`src/rtl/lfsr_param_if.sv`:
```
// -----------------------------------------------------------------------------
// lfsr_param_if
//   Control and observation bundle for the lfsr_param engine.
//
//   Signals (WIDTH = state width):
//     en           advance the LFSR one step this cycle
//     load         load seed this cycle (wins over en)
//     seed         seed value, sampled when load=1
//     state_o      current registered LFSR state
//     out_bit      serial output bit (a bit-select of state_o)
//     wrap         one-cycle pulse when the sequence returns to its anchor
//     period       step count of the last completed cycle
//     period_valid period holds a measured value
//     lock_err     one-cycle pulse on all-zero state recovery
//
//   Modports:
//     master  seed/control side (drives en/load/seed, observes the rest)
//     slave   the LFSR engine itself
// -----------------------------------------------------------------------------
interface lfsr_param_if #(
  parameter int WIDTH = 8
) ();

  logic             en;
  logic             load;
  logic [WIDTH-1:0] seed;
  logic [WIDTH-1:0] state_o;
  logic             out_bit;
  logic             wrap;
  logic [WIDTH-1:0] period;
  logic             period_valid;
  logic             lock_err;

  modport master (
    output en,
    output load,
    output seed,
    input  state_o,
    input  out_bit,
    input  wrap,
    input  period,
    input  period_valid,
    input  lock_err
  );

  modport slave (
    input  en,
    input  load,
    input  seed,
    output state_o,
    output out_bit,
    output wrap,
    output period,
    output period_valid,
    output lock_err
  );

endinterface : lfsr_param_if

```
`src/rtl/lfsr_param.sv`:
```
// -----------------------------------------------------------------------------
// lfsr_param
//   Parametrised LFSR engine producing a serial pseudo-random bit and the
//   parallel state word. Supports Fibonacci (shift left, feedback into bit 0)
//   and Galois (shift right, taps XORed in when bit 0 falls out) structures,
//   synchronous seed load with zero-seed protection, all-zero lock-up
//   recovery, and a period counter that reports the orbit length each time
//   the sequence returns to its anchor (the last seed / reset value).
//
//   Parameters:
//     WIDTH        state width, 3..32
//     TAPS         feedback tap mask; bit i set means state bit i is a tap
//     GALOIS       0 = Fibonacci, 1 = Galois
//     DEFAULT_SEED nonzero state used at reset, zero-seed load and recovery
//
//   Ports:
//     clk   rising-edge clock
//     rst   asynchronous active-high reset
//     bus   lfsr_param_if.slave (en, load, seed in; state/status out)
//
//   Every output is a register or a bit-select of one; no input reaches an
//   output combinationally.
// -----------------------------------------------------------------------------
module lfsr_param #(
  parameter int               WIDTH        = 8,
  parameter logic [WIDTH-1:0] TAPS         = WIDTH'(8'hB8),
  parameter bit               GALOIS       = 1'b0,
  parameter logic [WIDTH-1:0] DEFAULT_SEED = WIDTH'(1)
) (
  input  logic         clk,
  input  logic         rst,
  lfsr_param_if.slave  bus
);

  // Per-cycle operation, in strict priority order.
  typedef enum logic [1:0] {
    OP_HOLD,
    OP_STEP,
    OP_LOAD,
    OP_RECOVER
  } op_e;

  // Counter ceiling. A valid nonzero orbit is at most 2^WIDTH-1 states long,
  // so cnt tops out at 2^WIDTH-2 before the wrap clears it. Saturating here
  // only matters for orbits that never revisit the anchor (non-invertible
  // tap masks) and keeps cnt from silently rolling over in that case.
  localparam logic [WIDTH-1:0] CNT_MAX = '1;

  logic [WIDTH-1:0] state_q,  state_d;
  logic [WIDTH-1:0] anchor_q, anchor_d;
  logic [WIDTH-1:0] cnt_q,    cnt_d;
  logic [WIDTH-1:0] period_q, period_d;
  logic             pvalid_q, pvalid_d;
  logic             wrap_q,   wrap_d;
  logic             lock_q,   lock_d;

  op_e              op;
  logic [WIDTH-1:0] step_val;
  logic [WIDTH-1:0] seed_val;

  // One LFSR step from state s.
  function automatic logic [WIDTH-1:0] lfsr_step(input logic [WIDTH-1:0] s);
    logic [WIDTH-1:0] r;
    if (GALOIS) begin
      // Bit 0 leaves the register; when it is 1 the tap mask is folded in.
      r = (s >> 1) ^ (s[0] ? TAPS : '0);
    end else begin
      // Parity of the tapped bits enters at the bottom.
      r = {s[WIDTH-2:0], ^(s & TAPS)};
    end
    return r;
  endfunction

  // NOTE: every signal written here gets a default before any branch, so no
  // path leaves a value unassigned and no latch is inferred.
  always_comb begin
    op       = OP_HOLD;
    state_d  = state_q;
    anchor_d = anchor_q;
    cnt_d    = cnt_q;
    period_d = period_q;
    pvalid_d = pvalid_q;
    wrap_d   = 1'b0;
    lock_d   = 1'b0;

    step_val = lfsr_step(state_q);
    seed_val = (bus.seed == '0) ? DEFAULT_SEED : bus.seed;

    // All-zero state is checked before load/en: it is a fixed point of both
    // structures, so it must be escaped no matter what the controls say.
    if (state_q == '0) begin
      op = OP_RECOVER;
    end else if (bus.load) begin
      op = OP_LOAD;
    end else if (bus.en) begin
      op = OP_STEP;
    end

    case (op)
      OP_RECOVER: begin
        state_d  = DEFAULT_SEED;
        anchor_d = DEFAULT_SEED;
        cnt_d    = '0;
        pvalid_d = 1'b0;
        lock_d   = 1'b1;
      end
      OP_LOAD: begin
        // The loaded value becomes the new anchor; any wrap that a step
        // would have produced this cycle is discarded.
        state_d  = seed_val;
        anchor_d = seed_val;
        cnt_d    = '0;
        pvalid_d = 1'b0;
      end
      OP_STEP: begin
        state_d = step_val;
        if (step_val == anchor_q) begin
          // cnt counts steps already taken in this lap; this one closes it.
          period_d = cnt_q + 1'b1;
          pvalid_d = 1'b1;
          wrap_d   = 1'b1;
          cnt_d    = '0;
        end else if (cnt_q != CNT_MAX) begin
          cnt_d = cnt_q + 1'b1;
        end
      end
      default: begin
        // Hold: state, anchor and cnt keep their values; pulses stay low.
      end
    endcase
  end

  // NOTE: sequential state uses non-blocking assignments so every register
  // samples the pre-edge values, independent of statement order.
  always_ff @(posedge clk or posedge rst) begin
    if (rst) begin
      state_q  <= DEFAULT_SEED;
      anchor_q <= DEFAULT_SEED;
      cnt_q    <= '0;
      period_q <= '0;
      pvalid_q <= 1'b0;
      wrap_q   <= 1'b0;
      lock_q   <= 1'b0;
    end else begin
      state_q  <= state_d;
      anchor_q <= anchor_d;
      cnt_q    <= cnt_d;
      period_q <= period_d;
      pvalid_q <= pvalid_d;
      wrap_q   <= wrap_d;
      lock_q   <= lock_d;
    end
  end

  assign bus.state_o      = state_q;
  assign bus.out_bit      = GALOIS ? state_q[0] : state_q[WIDTH-1];
  assign bus.wrap         = wrap_q;
  assign bus.period       = period_q;
  assign bus.period_valid = pvalid_q;
  assign bus.lock_err     = lock_q;

endmodule : lfsr_param
```
`src/flat_wrapper.sv`:
```
// flat-port wrapper written by rule: the top's interface ports become plain ports
module lfsr_param_flat 
#(
  parameter int               WIDTH        = 8,
  parameter logic [WIDTH-1:0] TAPS         = WIDTH'(8'hB8),
  parameter bit               GALOIS       = 1'b0,
  parameter logic [WIDTH-1:0] DEFAULT_SEED = WIDTH'(1)
)
  (clk, rst, bus_en, bus_load, bus_seed, bus_state_o, bus_out_bit, bus_wrap, bus_period, bus_period_valid, bus_lock_err);
  lfsr_param_if #(.WIDTH(WIDTH)) bus_i ();
  input  logic clk;
  input  logic rst;
  input wire logic [$bits(bus_i.en)-1:0] bus_en;
  input wire logic [$bits(bus_i.load)-1:0] bus_load;
  input wire logic [$bits(bus_i.seed)-1:0] bus_seed;
  output wire logic [$bits(bus_i.state_o)-1:0] bus_state_o;
  output wire logic [$bits(bus_i.out_bit)-1:0] bus_out_bit;
  output wire logic [$bits(bus_i.wrap)-1:0] bus_wrap;
  output wire logic [$bits(bus_i.period)-1:0] bus_period;
  output wire logic [$bits(bus_i.period_valid)-1:0] bus_period_valid;
  output wire logic [$bits(bus_i.lock_err)-1:0] bus_lock_err;
  assign bus_i.en = bus_en;
  assign bus_i.load = bus_load;
  assign bus_i.seed = bus_seed;
  assign bus_state_o = bus_i.state_o;
  assign bus_out_bit = bus_i.out_bit;
  assign bus_wrap = bus_i.wrap;
  assign bus_period = bus_i.period;
  assign bus_period_valid = bus_i.period_valid;
  assign bus_lock_err = bus_i.lock_err;
  lfsr_param #(.WIDTH(WIDTH), .TAPS(TAPS), .GALOIS(GALOIS), .DEFAULT_SEED(DEFAULT_SEED)) u_core (.clk(clk), .rst(rst), .bus(bus_i));
endmodule
```
`config.mk`:
```
export PLATFORM = sky130hd
export DESIGN_NAME = lfsr_param_flat
export DESIGN_NICKNAME = d
export VERILOG_FILES = /design/src/rtl/lfsr_param_if.sv /design/src/rtl/lfsr_param.sv /design/src/flat_wrapper.sv
export SDC_FILE = /design/constraint.sdc
export NUM_CORES = 1
export LEC_CHECK = 0
export CORE_ASPECT_RATIO = 1.1
export CORE_MARGIN = 4
export CORE_UTILIZATION = 45
export CTS_CLUSTER_DIAMETER = 60
export DETAILED_ROUTE_END_ITERATION = 8
export PLACE_DENSITY = 0.75
export SYNTH_ARGS = -nofsm -noshare
export SYNTH_HDL_FRONTEND = slang
export SYNTH_SLANG_ARGS = --single-unit
```
`constraint.sdc`:
```
create_clock -name clk -period 5.87 [get_ports clk]
set_input_delay 1.174 -clock clk [delete_from_list [all_inputs] [get_ports clk]]
set_output_delay 1.174 -clock clk [all_outputs]
set_load 0.01 [all_outputs]
```
Word level (Yosys, flattened, before mapping)
Cells that the tools add are included.
{"block": "classes", "add_sub_neg": 1, "n_eq_ne": 7, "mux": 14, "reduce_logical": 10}
{"operator": "one-hot mux 8 bit (2 select lines)", "n": 2}
{"operator": "2-to-1 mux 8 bit", "n": 3}
{"operator": "one-hot mux 8 bit (3 select lines)", "n": 1}
{"operator": "logical NOT 8 bit", "n": 2}
{"operator": "adder 8 x 1 -> 8 bit, second input constant", "n": 1}
{"operator": "equality test 8 bit", "n": 1}
{"operator": "!= test 8 bit, second input constant", "n": 1}
{"operator": "parity 8 bit", "n": 1}
{"operator": "AND reduction 2 bit", "n": 3}
{"operator": "2-to-1 mux 1 bit", "n": 5}
{"operator": "equality test 2 bit, second input constant", "n": 2}
{"operator": "2-to-1 mux 2 bit", "n": 2}
{"operator": "nonzero test 2 bit", "n": 2}
{"operator": "!= test 3 x 1 -> 1 bit, second input constant", "n": 1}
{"operator": "nonzero test 3 bit", "n": 1}
{"operator": "equality test 2 x 1 -> 1 bit, second input constant", "n": 1}
{"operator": "!= test 2 x 1 -> 1 bit, second input constant", "n": 1}
{"operator": "one-hot mux 1 bit (2 select lines)", "n": 1}
{"operator": "OR reduction 2 bit", "n": 1}
{"block": "word_totals", "register_bits": 35, "inputBits": 12, "output_inout_bits": 20, "word_cells": 39}

Logic depth before layout (Yosys ltp)
{"block": "depth", "ltp_word": 7, "depth_mapped": 14}

Worst setup path before layout
No wires, ideal clock.
{"block": "synth_path", "path_kind": "input -> register", "startpoint": "input port bus_load", "endpoint": "register u_core.period_q[1] (netlist: u_core.bus.period[1])", "setup_ns": 0.125, "t_arrival_ns": 3.178, "required_ns": 5.745, "path_slack_ns": 2.567, "path_stages": 8, "path_cell_list": "nor2_1 buf_2 ha_1 clkbuf_1 inv_1 or4_4 buf_6 mux2_4"}
{"block": "synth_between", "elab_chain_cells": 4}
{"element": "from (decl)", "line_no": "flat_wrapper.sv:14", "text": "input wire logic [$bits(bus_i.load)-1:0] bus_load;"}
{"element": "2-to-1 mux 2 bit", "line_no": "lfsr_param.sv:93", "text": "end else if (bus.load) begin"}
{"element": "2-to-1 mux 2 bit", "line_no": "lfsr_param.sv:91", "text": "if (state_q == '0) begin"}
{"element": "equality test 2 x 1 -> 1 bit", "line_no": "lfsr_param.sv:99", "text": "case (op)"}
{"element": "AND reduction 2 bit (no line)"}
{"element": "to (signal assigned)", "line_no": "lfsr_param.sv:148", "text": "period_q <= period_d;"}
{"element": "to (decl)", "line_no": "lfsr_param.sv:52", "text": "logic [WIDTH-1:0] period_q, period_d;"}
No other way between the ends.
A chain may end at the register's enable or synchronous reset.

Worst setup path in the final report
{"block": "layout_path", "startpoint": "register u_core.state_q[5] (netlist: u_core.bus.state_o[5])", "endpoint": "register u_core.period_q[1] (netlist: u_core.bus.period[1])"}
{"block": "layout_between", "elab_chain_cells": 4, "word_cells_on_any_way": 6, "classes_between": "eq/ne (2); mux (1); reduce/logical (3)"}
{"element": "from (decl)", "line_no": "lfsr_param.sv:49", "text": "logic [WIDTH-1:0] state_q, state_d;"}
{"element": "from (signal assigned)", "line_no": "lfsr_param.sv:145", "text": "state_q <= state_d;"}
{"element": "logical NOT 8 bit", "line_no": "lfsr_param.sv:91"}
{"element": "2-to-1 mux 2 bit", "line_no": "lfsr_param.sv:91"}
{"element": "equality test 2 x 1 -> 1 bit", "line_no": "lfsr_param.sv:99"}
{"element": "AND reduction 2 bit (no line) (*)"}
Mark *: on every way between the ends. The rest lies on a longest branch, timed or not.

==> out/metrics.yaml <==
run_status:
  outcome: "complete, no violations"
global_routing:
  grt_util_met3_pct: 4.63
  busiest_layer: "met2"
  grt_max_degree: 36
  grt_antenna_before_repair: 0
  grt_pass1_wl_um: 6790
  grt_pass1_vias: 1446
  use_met1_pct: 21.2
  track_usage_pct: 18.1
  grt.met2_usage_pct: 31.9
  grt-ovfl-total: 0
setup_path:
  endpoint_kind: "flop"
  timing.rr.start: "u_core.bus.state_o[5]"
  cp.required_ns: 6.04
  crit_type: "flop to flop"
  crit_arrival_ns: 3.72
  cp_max_fo: 16
  crit_path_start: "u_core.bus.state_o[5]"
  cp-start-kind: "flop"
yosys:
  ys_seq_elements: 35
  synth_area_um2: 1840
  synthDominantCellAreaShare_pct: 44.9
  netlist-cell-type-count: 41
  synthTopCellsByArea: "dfrtp_1 (45%), nand2_1 (6.1%), xnor2_1 (4.8%), o21ai_0 (4.4%), ha_1 (4.1%)"
  yosysSeqAreaShare_pct: 47.7
  synth_most_common_cell: "dfrtp_1"
  syn_nets: 206
  ys_warn_count: 0
  async_flop_share_pct: 100
  ys_top_cells_by_count: "dfrtp_1 (33), nand2_1 (30), o21ai_0 (16), inv_1 (11), xnor2_1 (10)"
  synth_edf_count: 0
  synth_ff_type: "dfrtp_1"
  yosysTopAreaCell: "dfrtp_1"
  syn_inst: 188
  avgSynthCellArea_um2: 9.79
floorplanning:
  dieWidth_um: 69.0
  core_area_um2: 3960
  dieHeight_um: 75.1
  ios: 32
  start_util_pct: 46.4
  dieArea_um2: 5180
  rows: 24
final_layout:
  nFillCells: 357
  syn_to_final_growth_pct: 22.4
  num_antenna_cells: 0
  nNetsFinal: 235
  fin_cells: 270
  multiInputGateArea_um2: 858
  layout-drive-gt1-share_pct: 9.17
  ff_latch_area_um2: 878
pwr:
  power_frac_comb_pct: 49.4
  peakVddDrop_v: 0.000330
  switchingPower_uw: 466
  p_sw_share_pct: 40.9
  cellLeakagePower_uw: 0.000993
  clkPwrFrac_pct: 14.8
  pwr-share-seq_pct: 35.8
  intPower_uw: 674
  pwr_density_cell_nw_per_um2: 506
placed_design:
  io_buffers: 31
  place_congestion: 0.848
  dp_hpwl_um: 2970
  placedCellCount: 262
sta:
  setup_viol: 0
  hold_viol_final: 0
  fmax_ghz: 0.282
  fin_skew_ns: 0.00391
  fin_crit_sh_pct: 60.4
  tightest_slew_ns: 0.727
  slew_violations: 0
  rsz0062_at_grt: "false"
  fin_tns_setup_ns: 0
  max_slew_margin_pct: 51.5
  min_period_ns: 3.55
clock_tree:
  root_buffer: "clkbuf_8"
  cts_hold_buf: 0
  cts_max_level: 2
  clk_path_buf_depth: 2
  clock_latency_ns: 0.28
  cts.sinks: 35
  post_cts.repair.setup_buffers: 0
  cts_tree: "built"
  cts_inserted_buffers: 5
  cts.clk_slew.worst_paths_ns: 0.07
  cts-resized-gates: 0
detailed_routing:
  wl_um: 4000
  vias_per_cell: 5.35
  firstDrtPassIters: 4
  vias: 1445
  postRouteAntennaNets: 0
  routedWlPerCell_um: 14.8
  drc_errors: 0
  first_iter_violations: 87
job:
  drv_cap: 0
hold_path:
  min_path_type: "flop to flop"
  hold_path_startpoint: "u_core.bus.period[3]"
==> worst paths after layout <==
kind	endpoint	slack, ns	cells after the start
worst max register to register	u_core.bus.period[1]	2.32	10
min in group asynchronous	u_core.bus.period[2]	1.29	3
worst max-delay path	u_core.bus.period[1]	2.32	10
worst min-delay path	u_core.bus.period[3]	0.48	2
max in group asynchronous	u_core.bus.state_o[0]	4.24	3
worst min register to register	u_core.bus.period[3]	0.48	2
==> area by class of cell <==
cell class / instances / share of cell area (%)
clock buffers: 5 / 3.06
clock inverters: 3 / 0.667
inverters: 11 / 1.83
multi-input cells: 131 / 38.1
flip-flops and latches: 35 / 39.0
well taps: 52 / 2.89
repair buffers: 33 / 14.4
==> power groups by stage <==
stage	Sequential [uW]	Clock [uW]	Combinational, uW
after floorplan	413	0	358
after global placement	413	0	555
after detailed placement	413	0	568
after CTS	410	173	569
after global routing	420	182	629
final	409	169	563
==> critical path: stages (launching register included) <==
cell,delay [ns]
dfrtp_1,0.46
inv_1,0.09
ha_1,0.13
or4b_1,0.42
nor4_1,0.46
a21oi_1,0.18
inv_1,0.14
ha_1,0.43
inv_1,0.11
or4_4,0.67
mux2_4,0.33
==> cells in the final DEF, fill, tap and decap left out, types with 5 or more instances in the layout <==
| master | synthesis | layout |
|---|---|---|
| dfrtp_1 | 33 | 33 |
| clkdlybuf4s50_1 | 0 | 31 |
| nand2_1 | 30 | 30 |
| o21ai_0 | 16 | 16 |
| inv_1 | 11 | 11 |
| xnor2_1 | 10 | 10 |
| nor2_1 | 9 | 9 |
| a22oi_1 | 7 | 7 |
| ha_1 | 6 | 6 |
| o21ai_1 | 5 | 5 |
| clkbuf_8 | 0 | 5 |
==> layer usage <==
layer / share of wire, % / vias up
li1: - / 713
met1: 42 / 684
met2: 53 / 42
met3: 4.3 / 6
met4: 1.1 / 0
met5: 0 / -
==> registers in the layout (all words and copies together), names as in the netlist <==
register and cells:
u_core.anchor_q 8, u_core.bus.period 8, u_core.bus.state_o 8, u_core.cnt_q 8
u_core.bus.lock_err 1, u_core.bus.period_valid 1, u_core.bus.wrap 1
==> metrics by stage <==
stage          power (uW)  utilization, %  hold slack, ns  area, um^2  worst slack [ns]
3_3_place_gp          967            54.7           0.467        2170              2.33
4_1_cts              1150            56.8           0.488        2250              2.33
3_5_place_dp          980            54.7           0.471        2170              2.24
5_1_grt              1230            56.8           0.507        2250              2.17
2_1_floorplan         771               -           0.470        1840              2.57
6_report             1140            56.8           0.484        2250              2.32
==> kinds of logic after synthesis <==
logic type / Yosys count / share of synthesized area, %
flip-flops: 35 / 47.7
AO/OA/AOI/OAI: 48 / 17.6
multiplexers: 2 / 1.43
AND/OR/NAND/NOR: 60 / 15.6
XOR/XNOR: 15 / 7.95
adder cells (fa/ha/maj): 6 / 4.08
buffers and inverters: 22 / 5.64
Power figures use the tool's default switching activity.
